==> src/rtl/hack_cpu_ctrl.sv <==
// hack_cpu_ctrl - multi-cycle Hack CPU controller.
//
// Fetches 16-bit Hack instructions, sequences them through a small FSM,
// drives the external combinational ALU and owns the A, D and PC registers
// plus the instruction/data memory request-acknowledge handshakes.
//
// Ports:
//   clk, rst_n                 clock, asynchronous active-low reset
//   imem_req/addr/ack/rdata    instruction fetch handshake (addr = PC)
//   dmem_req/we/addr/wdata/    data memory handshake (addr = A[14:0])
//   dmem_ack/rdata
//   alu_x, alu_y, alu_zx..no   ALU operands and controls (from instr)
//   alu_out, alu_zr, alu_ng    ALU result and flags
//   pc, a_reg, d_reg           architectural state
//   instr_done                 one-cycle pulse when an instruction retires
//
// All outputs are decoded from registered state only.

module hack_cpu_ctrl #(
    parameter int WIDTH = 16,
    parameter int AW    = 15
) (
    input  logic             clk,
    input  logic             rst_n,
    output logic             imem_req,
    output logic [AW-1:0]    imem_addr,
    input  logic             imem_ack,
    input  logic [WIDTH-1:0] imem_rdata,
    output logic             dmem_req,
    output logic             dmem_we,
    output logic [AW-1:0]    dmem_addr,
    output logic [WIDTH-1:0] dmem_wdata,
    input  logic             dmem_ack,
    input  logic [WIDTH-1:0] dmem_rdata,
    output logic [WIDTH-1:0] alu_x,
    output logic [WIDTH-1:0] alu_y,
    output logic             alu_zx,
    output logic             alu_nx,
    output logic             alu_zy,
    output logic             alu_ny,
    output logic             alu_f,
    output logic             alu_no,
    input  logic [WIDTH-1:0] alu_out,
    input  logic             alu_zr,
    input  logic             alu_ng,
    output logic [AW-1:0]    pc,
    output logic [WIDTH-1:0] a_reg,
    output logic [WIDTH-1:0] d_reg,
    output logic             instr_done
);

    typedef enum logic [2:0] {
        BOOT,
        FETCH,
        DECODE,
        MREAD,
        EXEC,
        MWRITE,
        COMMIT
    } state_t;

    state_t           state, state_nxt;
    logic [WIDTH-1:0] a_q, d_q, instr_q, m_q, res_q;
    logic [AW-1:0]    pc_q;
    logic             zr_q, ng_q;
    logic             jump;
    logic             is_c_instr;
    logic             unused_instr_bits;

    assign is_c_instr = instr_q[15];

    // instr[14:13] carry no meaning in the Hack ISA
    assign unused_instr_bits = ^instr_q[14:13];

    // Evaluated from the flags latched in EXEC
    assign jump = (instr_q[2] & ng_q)
                | (instr_q[1] & zr_q)
                | (instr_q[0] & ~ng_q & ~zr_q);

    // ------------------------------------------------------------------
    // State register
    // ------------------------------------------------------------------
    always_ff @(posedge clk or negedge rst_n) begin
        if (!rst_n) begin
            state <= BOOT;
        end else begin
            state <= state_nxt;
        end
    end

    // ------------------------------------------------------------------
    // Next-state logic
    // ------------------------------------------------------------------
    always_comb begin
        state_nxt = state;
        case (state)
            BOOT:   state_nxt = FETCH;
            FETCH:  if (imem_ack) state_nxt = DECODE;
            DECODE: begin
                if (!is_c_instr)      state_nxt = FETCH;
                else if (instr_q[12]) state_nxt = MREAD;
                else                  state_nxt = EXEC;
            end
            MREAD:  if (dmem_ack) state_nxt = EXEC;
            EXEC:   state_nxt = instr_q[3] ? MWRITE : COMMIT;
            MWRITE: if (dmem_ack) state_nxt = COMMIT;
            COMMIT: state_nxt = FETCH;
            default: state_nxt = BOOT;
        endcase
    end

    // ------------------------------------------------------------------
    // Datapath registers
    // ------------------------------------------------------------------
    always_ff @(posedge clk or negedge rst_n) begin
        if (!rst_n) begin
            a_q     <= '0;
            d_q     <= '0;
            pc_q    <= '0;
            instr_q <= '0;
            m_q     <= '0;
            res_q   <= '0;
            zr_q    <= 1'b0;
            ng_q    <= 1'b0;
        end else begin
            case (state)
                FETCH: begin
                    if (imem_ack) instr_q <= imem_rdata;
                end
                DECODE: begin
                    if (!is_c_instr) begin
                        a_q  <= WIDTH'(instr_q[AW-1:0]);
                        pc_q <= pc_q + AW'(1);
                    end
                end
                MREAD: begin
                    if (dmem_ack) m_q <= dmem_rdata;
                end
                EXEC: begin
                    res_q <= alu_out;
                    zr_q  <= alu_zr;
                    ng_q  <= alu_ng;
                end
                COMMIT: begin
                    // Jump target and the MWRITE address both see A as it was
                    // before this instruction; A's own update lands here.
                    if (instr_q[5]) a_q <= res_q;
                    if (instr_q[4]) d_q <= res_q;
                    pc_q <= jump ? a_q[AW-1:0] : pc_q + AW'(1);
                end
                default: ;
            endcase
        end
    end

    // ------------------------------------------------------------------
    // Outputs (decoded from registers only)
    // ------------------------------------------------------------------
    assign imem_req   = (state == FETCH);
    assign imem_addr  = pc_q;
    assign dmem_req   = (state == MREAD) || (state == MWRITE);
    assign dmem_we    = (state == MWRITE);
    assign dmem_addr  = a_q[AW-1:0];
    assign dmem_wdata = res_q;

    assign alu_x  = d_q;
    assign alu_y  = instr_q[12] ? m_q : a_q;
    assign alu_zx = instr_q[11];
    assign alu_nx = instr_q[10];
    assign alu_zy = instr_q[9];
    assign alu_ny = instr_q[8];
    assign alu_f  = instr_q[7];
    assign alu_no = instr_q[6];

    assign pc    = pc_q;
    assign a_reg = a_q;
    assign d_reg = d_q;

    assign instr_done = ((state == DECODE) && !is_c_instr) || (state == COMMIT);

endmodule

==> config.mk <==
export PLATFORM = sky130hd
export DESIGN_NAME = hack_cpu_ctrl
export DESIGN_NICKNAME = d
export VERILOG_FILES = /design/src/rtl/hack_cpu_ctrl.sv
export SDC_FILE = /design/constraint.sdc
export NUM_CORES = 1
export LEC_CHECK = 0
export CAP_MARGIN = 10
export CORE_MARGIN = 2
export CORE_UTILIZATION = 39
export CTS_BUF_LIST = sky130_fd_sc_hd__clkbuf_16
export CTS_CLUSTER_SIZE = 25
export DETAILED_ROUTE_END_ITERATION = 8
export MAX_ROUTING_LAYER = met4
export PLACE_DENSITY = 0.73
export SLEW_MARGIN = 5
export SYNTH_ARGS = -nofsm -noshare
export SYNTH_HDL_FRONTEND = slang
export SYNTH_SLANG_ARGS = --single-unit
==> constraint.sdc <==
create_clock -name clk -period 2.11 [get_ports clk]
set_input_delay 0.422 -clock clk [delete_from_list [all_inputs] [get_ports clk]]
set_output_delay 0.422 -clock clk [all_outputs]
set_load 0.01 [all_outputs]
==> run summary, run 1 <==
The flow ran to the end, and the final reports show no timing, DRC or antenna violations. The number of nets handed over by synthesis was 489. The number of standard-cell rows in the floorplan is 40. The number of antenna repair diodes is 0. The final sum of negative setup slack is 0 ns.

The startpoint kind of the worst setup timing path is a register. The endpoint arrival time on the critical path is between 1.5 and 2 ns. The region available for standard cell placement spans around 12000 um2. The hold violation count in the final report came to 0. The maximum resistive drop on vdd is between 0.7 and 0.8 mV. The max capacitance violation total came out at 0. The total of flip-flops plus latches after synthesis came out at 100.

The number of iterations in the first detailed-routing pass came out at 5. For this design the ratio of total power to cell area is 1543 nW/um2. The die area is roughly 13000 um2. The initial DRC count is 241. Summing the sequential cell areas from Yosys gives between 50% and 60% of the chip area. Counting flops with a built-in enable in the synthesized netlist gives 0. Entering global routing, the biggest net connects between 40 and 50 pins. The number of antenna violations at the first check in global routing is 0.

The number of global-route vias before repair came out at around 4000. Summed over all layers, the global routing overflow is 0. Yosys mapped the design onto 44 distinct sky130hd cell types.

The final instance area came out at ~7000 um2. The number of fill cells came out at 1054. For this run, asynchronously set or reset flops after synthesis account for 100.0%. After detailed routing, the average wire length per cell comes to ~18 um. The worst hold slack came out at between 0.07 and 0.08 ns. The utilization of the core after routing came out at around 58%. In this run the cell area measured after placement is ~6700 um2. The total of warnings raised by yosys is 0. After the last flow step, the layout net total stands at between 600 and 700. The kind of critical path is reg -> out. For this run, design rule violations remaining after detail routing come to 0. The tightest slew margin relative to the limit came out at between 50% and 60%. The area used by sequential logic in the layout came out at 2505 um2. The layout overhead on the synthesized area is 43.49%. Clock tree synthesis inserted a total of 9 buffers. The leakage power is 3.043 nW. The weighted congestion reported at the end of routability-driven placement came out at 0.8921.

Counting I/O delays and the setup requirement, the final critical path takes between 2 and 2.5 ns. The netlist area before placement is around 4900 um2. The routed via count divided by cell count came out at about 5.2. The clock transition at the registers of the reported paths came out at about 0.08 ns. The count of input and output buffers came out at around 190. Setup repair after global routing left no endpoint under its margin.

The placed wire-length estimate is 10250 um. Measured along the y axis, the die boundary spans between 100 and 150 um. For this run, the leading register cell type out of synthesis is sky130_fd_sc_hd__dfrtp_1. The number of nets with antenna violations after detailed routing is 0. The number of pins exceeding their max-slew limit in the final report is 0.

The required time at the endpoint of the critical path came out at approximately 1.7 ns. The global-route wire length before repair came out at ~22000 um. The die boundary width came out at ~120 um. The number of placed instances, taps included, is between 700 and 800. The largest fanout of any net on the critical path came out at 17. The number of clock sinks seen by CTS is 100. The maximum count of clock buffers along a single path came out at 2.

The starting utilization of the core area is 40.29%. Leaving out filler cells and counting taps, the final layout contains about 760. The average instance area after synthesis is around 11 um2. The clock latency reported for the late side of the worst-skew pair came out at roughly 0.34 ns.

The post-synthesis instance total is between 400 and 500. The total routing resource utilization after global routing is 21.72%. The setup-violating endpoint count in the final report is 0. The count of H-tree levels built during CTS came out at 3. The post-route netlist has a little over a fifth of its cells at a drive strength greater than 1. TritonCTS built the clock tree. In the post-route analysis, the smallest setup slack over all paths is between 0.05 and 0.06 ns.

The final wirelength is approximately 14000 um. The multi-input combinational cells in the finished layout cover a total of roughly 1900 um2. The maximum operating frequency came out at 486.1 MHz.

Timing analysis after detailed placement gives a worst setup slack of 0.1011 ns. The clock tree skew after final layout came out at between 0.01 and 0.015 ns. The type of the most critical hold path is in -> async. The root buffer cell chosen for the clock tree is sky130_fd_sc_hd__clkbuf_16. After layout, the worst path uses around 97% of the clock period. 189 I/O pins were placed. The nature of the critical path endpoint is an output port. The transition time at the pin with the least slew margin came out at about 0.61 ns. Across all layers, the routed design uses about 3900 vias. Power comes to around 11 mW.
[cell families after synthesis]
kind of cell / synth area share (%)
buf+inv: 9.692
mux: 20.67
flops: 51.28
fa+ha+maj: 0.2564
compound gates: 9.206
simple gates: 8.898
[final cells by class]
| class | count | share of cell area [%] |
|---|---|---|
| clock inverters | 6 | 0.7863 |
| well taps | 168 | 3.002 |
| flip-flops and latches | 100 | 35.78 |
| repair buffers | 208 | 29.22 |
| inverters | 8 | 0.4289 |
| multi-input cells | 260 | 27.57 |
| clock buffers | 9 | 3.217 |
[cells in the mapped netlist, types with 3 or more instances]
master	n	area (um2)
sky130_fd_sc_hd__o22ai_1	6	37.54
sky130_fd_sc_hd__clkbuf_1	5	18.77
sky130_fd_sc_hd__and2_1	4	25.02
sky130_fd_sc_hd__nor3_1	7	35.03
sky130_fd_sc_hd__dfrtp_1	100	2502
sky130_fd_sc_hd__buf_2	12	60.06
sky130_fd_sc_hd__nand2_1	38	142.6
sky130_fd_sc_hd__mux2i_1	13	130.1
sky130_fd_sc_hd__o21a_1	3	22.52
sky130_fd_sc_hd__and4_1	3	26.28
sky130_fd_sc_hd__nand3_1	8	40.04
sky130_fd_sc_hd__inv_1	7	26.28
sky130_fd_sc_hd__nor2_1	10	37.54
sky130_fd_sc_hd__o21ai_0	33	165.2
sky130_fd_sc_hd__a21oi_1	24	120.1
sky130_fd_sc_hd__buf_4	48	360.4
sky130_fd_sc_hd__mux2_2	78	878.3
[what timing repair did]
action                                  4_1_cts  5_1_grt
cloned                                        0        0
hold buffers                                  0        0
setup buffers                                 5        0
endpoints found under the setup margin       20       18
resized for setup                            23        5
pin swaps                                     0        0
[layout by cell type, fill, tap and decap left out, types with 2 or more instances in the layout]
master                            count
sky130_fd_sc_hd__buf_4               18
sky130_fd_sc_hd__o22ai_1              6
sky130_fd_sc_hd__clkdlybuf4s50_1    167
sky130_fd_sc_hd__clkbuf_16            9
sky130_fd_sc_hd__dfrtp_2              2
sky130_fd_sc_hd__mux2_2              78
sky130_fd_sc_hd__a21oi_1             24
sky130_fd_sc_hd__a22oi_1              2
sky130_fd_sc_hd__and4_1               3
sky130_fd_sc_hd__inv_6                3
sky130_fd_sc_hd__mux2i_1             13
sky130_fd_sc_hd__nor2_2               3
sky130_fd_sc_hd__dfrtp_1             98
sky130_fd_sc_hd__or3_1                2
sky130_fd_sc_hd__clkinv_4             2
sky130_fd_sc_hd__dlygate4sd2_1       19
sky130_fd_sc_hd__o21ai_0             33
sky130_fd_sc_hd__nand3_1              8
sky130_fd_sc_hd__nor3_1               7
sky130_fd_sc_hd__o21a_1               3
sky130_fd_sc_hd__nor2b_2              2
sky130_fd_sc_hd__and2_1               4
sky130_fd_sc_hd__and3_1               2
sky130_fd_sc_hd__nand2b_1             2
sky130_fd_sc_hd__inv_1                7
sky130_fd_sc_hd__nor2_1               9
sky130_fd_sc_hd__a221o_1              2
sky130_fd_sc_hd__nand2_1             38
sky130_fd_sc_hd__buf_12               3
sky130_fd_sc_hd__nand4_1              2
[per-layer routing]
| metal | track usage, % | vias up | wire, um |
|---|---|---|---|
| li1 | - | 1791 | - |
| met1 | 28.37 | 1906 | 5948 |
| met2 | 34.85 | 205 | 6628 |
| met3 | 4.393 | 20 | 1056 |
| met4 | 5.635 | 0 | 240 |
| met5 | - | - | 0 |
[final timing paths]
path / from / slack, ns / depth (start not counted) / to
worst max-delay path: instr_q[12] / 0.05 / 4 / alu_y[13]
worst min-delay path: rst_n / 0.08 / 1 / dmem_wdata[9]
worst max register to register: state[2] / 0.20 / 7 / imem_addr[10]
worst min register to register: m_q[11] / 0.50 / 1 / m_q[11]
max in group asynchronous: rst_n / 1.34 / 2 / m_q[6]
min in group clk: m_q[11] / 0.50 / 1 / m_q[11]
[power by group]
group          leakage [nW]  switching (mW)  total [mW]  internal, mW
clock network         0.139           0.758        1.58         0.819
logic                  1.67            2.24        5.40          3.16
registers              1.23            1.01        3.83          2.81
[worst max-delay path, stage by stage (launching register included)]
cell and delay (ns):
sky130_fd_sc_hd__dfrtp_1 0.37, sky130_fd_sc_hd__buf_12 0.16, sky130_fd_sc_hd__buf_4 0.14, sky130_fd_sc_hd__mux2_2 0.33
sky130_fd_sc_hd__dlygate4sd2_1 0.29
Power figures use the tool's default switching activity.
==> inputs of run 2 (changes only) <==
--- a/config.mk
+++ b/config.mk
@@ -13,6 +13,7 @@
 export DETAILED_ROUTE_END_ITERATION = 8
 export MAX_ROUTING_LAYER = met4
 export PLACE_DENSITY = 0.73
+export REMOVE_ABC_BUFFERS = 1
 export SLEW_MARGIN = 5
 export SYNTH_ARGS = -nofsm -noshare
 export SYNTH_HDL_FRONTEND = slang
==> run 2 against run 1 <==
Effect of this change: design area increased by 1.1%; total power decreased by 0.26%; largest power group unchanged; die area unchanged; register-to-register slack got worse by 0.07 ns; clock skew decreased by 0.0052 ns; clock-buffer cell count unchanged; via count decreased by 1.2%; non-clock buffer count increased by 9.
==> run summary, run 2 (synthesis results as in run 1) <==
Compared with the post-synthesis result, the final layout area differs by 45.13%. The clock tree from TritonCTS is yes. The average wire per cell in the routed design came out at ~17 um.

Static timing analysis puts the maximum clock frequency at a little under 500 MHz. The clock latency reported for the late side of the worst-skew pair is between 0.3 and 0.4 ns. Row generation in the floorplan step produced 40 rows. The hold violation count in the final report is 0.

The number of antenna repair diodes came out at 0. The CTS buffer count is 9. The number of fill cells is about 1100. Setup violations remaining at the end of the flow were counted as 0. The placed wire-length estimate is approximately 9900 um. The die boundary width is roughly 120 um. The number of nets with antenna violations after detailed routing came out at 0. The maximum resistive drop on vdd is ~0.85 mV. The clock period minus worst slack came out at 2.043 ns. The peak per-stage delay on the critical path came out at 0.37 ns. The total power came out at between 10 and 15 mW. The count of input and output buffers is between 150 and 200. 189 I/O pins were placed. The share of layout cells above drive strength 1 is 22.80%. Leaving out fill and tap cells, the most frequent cell in the layout is sky130_fd_sc_hd__clkdlybuf4s50_1.

The global-route wire length before repair is between 20000 and 25000 um. The H-tree was split into 3 levels. The detailed router finished its first iteration with approximately 140 violations. At the pin with the least slew margin, the transition time is around 0.48 ns. The total power divided by cell area came out at between 1500 and 2000 nW/um2. The cell family contributing the most delay on the critical path is buffers and inverters.

The run finished with clean final reports. The required time at the endpoint of the critical path is approximately 1.7 ns. Among all stages on the critical path, the largest delay is contributed by sky130_fd_sc_hd__dfrtp_1. The minimum setup slack after placement came out at between 0.15 and 0.2 ns. The tightest slew margin relative to the limit came out at roughly two thirds. The floorplan step defined a die boundary enclosing ~13000 um2. The number of global-route vias before repair is about 3900. CTS placed an instance of sky130_fd_sc_hd__clkbuf_16 at the clock tree root. Across the run, the number of max-cap violations was 0. The total routing resource utilization after global routing is between 20% and 30%. The nature of the critical path endpoint is an output port. The final sum of negative setup slack came out at 0 ns. The number of buffer and inverter instances along the worst setup path came out at 3.

The number of standard cells in the layout, taps in and fillers out is about 770. The final worst slack came out at around 0.067 ns. The total overflow reported by the global router is 0.

The starting utilization of the core area came out at 40.29%. Entering global routing, the biggest net connects 39 pins. The weighted congestion reported at the end of routability-driven placement is between 0.8 and 0.9. The DRC violation count after routing is 0. In this run the worst hold path is classified as in -> async. The clock transition at the registers of the reported paths came out at around 0.07 ns. The height of the die is ~120 um. The routed via count divided by cell count is ~5.0. The final wirelength came out at 13360 um. The via count of the routed design came out at 3875. The critical path goes through buf_12 > buf_4 > mux2_2 > dlygate4sd2_1.

Counting tap cells, the placed design contains a total of between 700 and 800 instances. The core region is 12110 um2. The number of clock sinks seen by CTS came out at 100.

STA classifies the critical path startpoint as a register. The part of the cycle the worst path needs is between 90% and 100%. The number of antenna violations at the first check in global routing came out at 0. The endpoint arrival time on the critical path came out at about 1.6 ns. Of all nets on the critical path, the largest fanout is 5. By startpoint and endpoint, the worst setup path is classified as reg -> out. The count of nets after finishing is 651. The number of buffers inserted by hold repair at cts is 0. Between clock sinks in the finished design, the worst skew comes to approximately 0.008 ns. The number of pins exceeding their max-slew limit in the final report came out at 0.

The maximum count of clock buffers along a single path came out at 2. The worst hold slack is approximately 0.0097 ns. The leakage power is 3.065 nW. Setup repair after global routing left no endpoint under its margin. In the layout the commonest cells are sky130_fd_sc_hd__clkdlybuf4s50_1 (169), sky130_fd_sc_hd__dfrtp_1 (97), sky130_fd_sc_hd__mux2_2 (78), sky130_fd_sc_hd__nand2_1 (38), sky130_fd_sc_hd__o21ai_0 (33). The first detailed-routing pass ran for 5 iterations.
## run 2: cell types whose count changed in the layout (fill, tap and decap cells not counted), sizes merged
| cell | previous run | this run |
|---|---|---|
| buf | 21 | 30 |
| dlygate4sd2 | 19 | 17 |
| inv | 12 | 9 |
| clkdlybuf4s50 | 167 | 169 |
| clkinvlp | 0 | 5 |
| clkinv | 2 | 1 |
## run 2: final timing paths
| path | endpoint | cells past startpoint | slack, ns | startpoint |
|---|---|---|---|---|
| min | a_reg[3] | 1 | 0.01 | rst_n |
| max reg2reg | imem_addr[4] | 8 | 0.13 | state[0] |
| max | alu_y[5] | 4 | 0.07 | instr_q[12] |
| min in group clk | m_q[10] | 1 | 0.50 | m_q[10] |
| min reg2reg | m_q[10] | 1 | 0.50 | m_q[10] |
| max in group asynchronous | state[1] | 2 | 1.53 | rst_n |
## run 2: final cells by class
type / instances / area [um2] / area share [%]
well taps: 168 / 210.2 / 2.968
clock buffers: 9 / 225.2 / 3.180
repair buffers: 217 / 2145 / 30.28
inverters: 8 / 30.03 / 0.4240
multi-input cells: 260 / 1921 / 27.12
flip-flops and latches: 100 / 2506 / 35.39
clock inverters: 7 / 45.04 / 0.6360
## run 2: per-stage QoR
stage	cell area, um2	util [%]
final	7082	58.47
after global routing	7082	58.47
after CTS	7043	58.15
after detailed placement	6730	55.57
after global placement	6730	55.57
after floorplan	4437	-
## run 2: timing repair
item,4_1_cts,5_1_grt
resized for setup,22,4
setup endpoints to repair,20,9
hold endpoints to repair,0,0
buffers inserted,7,2
## run 2: per-layer routing
layer	GRT usage (%)	share of wire [%]	vias to the layer above
met1	24.92	43	1898
met2	34.23	50	149
met5	-	0	-
met4	6.270	1.6	0
met3	3.661	5.5	18
li1	-	-	1810
## run 2: where the power goes
group	leakage (nW)	switching [mW]	internal (mW)	total, mW
clock	0.119	0.727	0.791	1.52
sequential	1.23	0.928	2.82	3.74
combinational	1.71	2.22	3.29	5.51
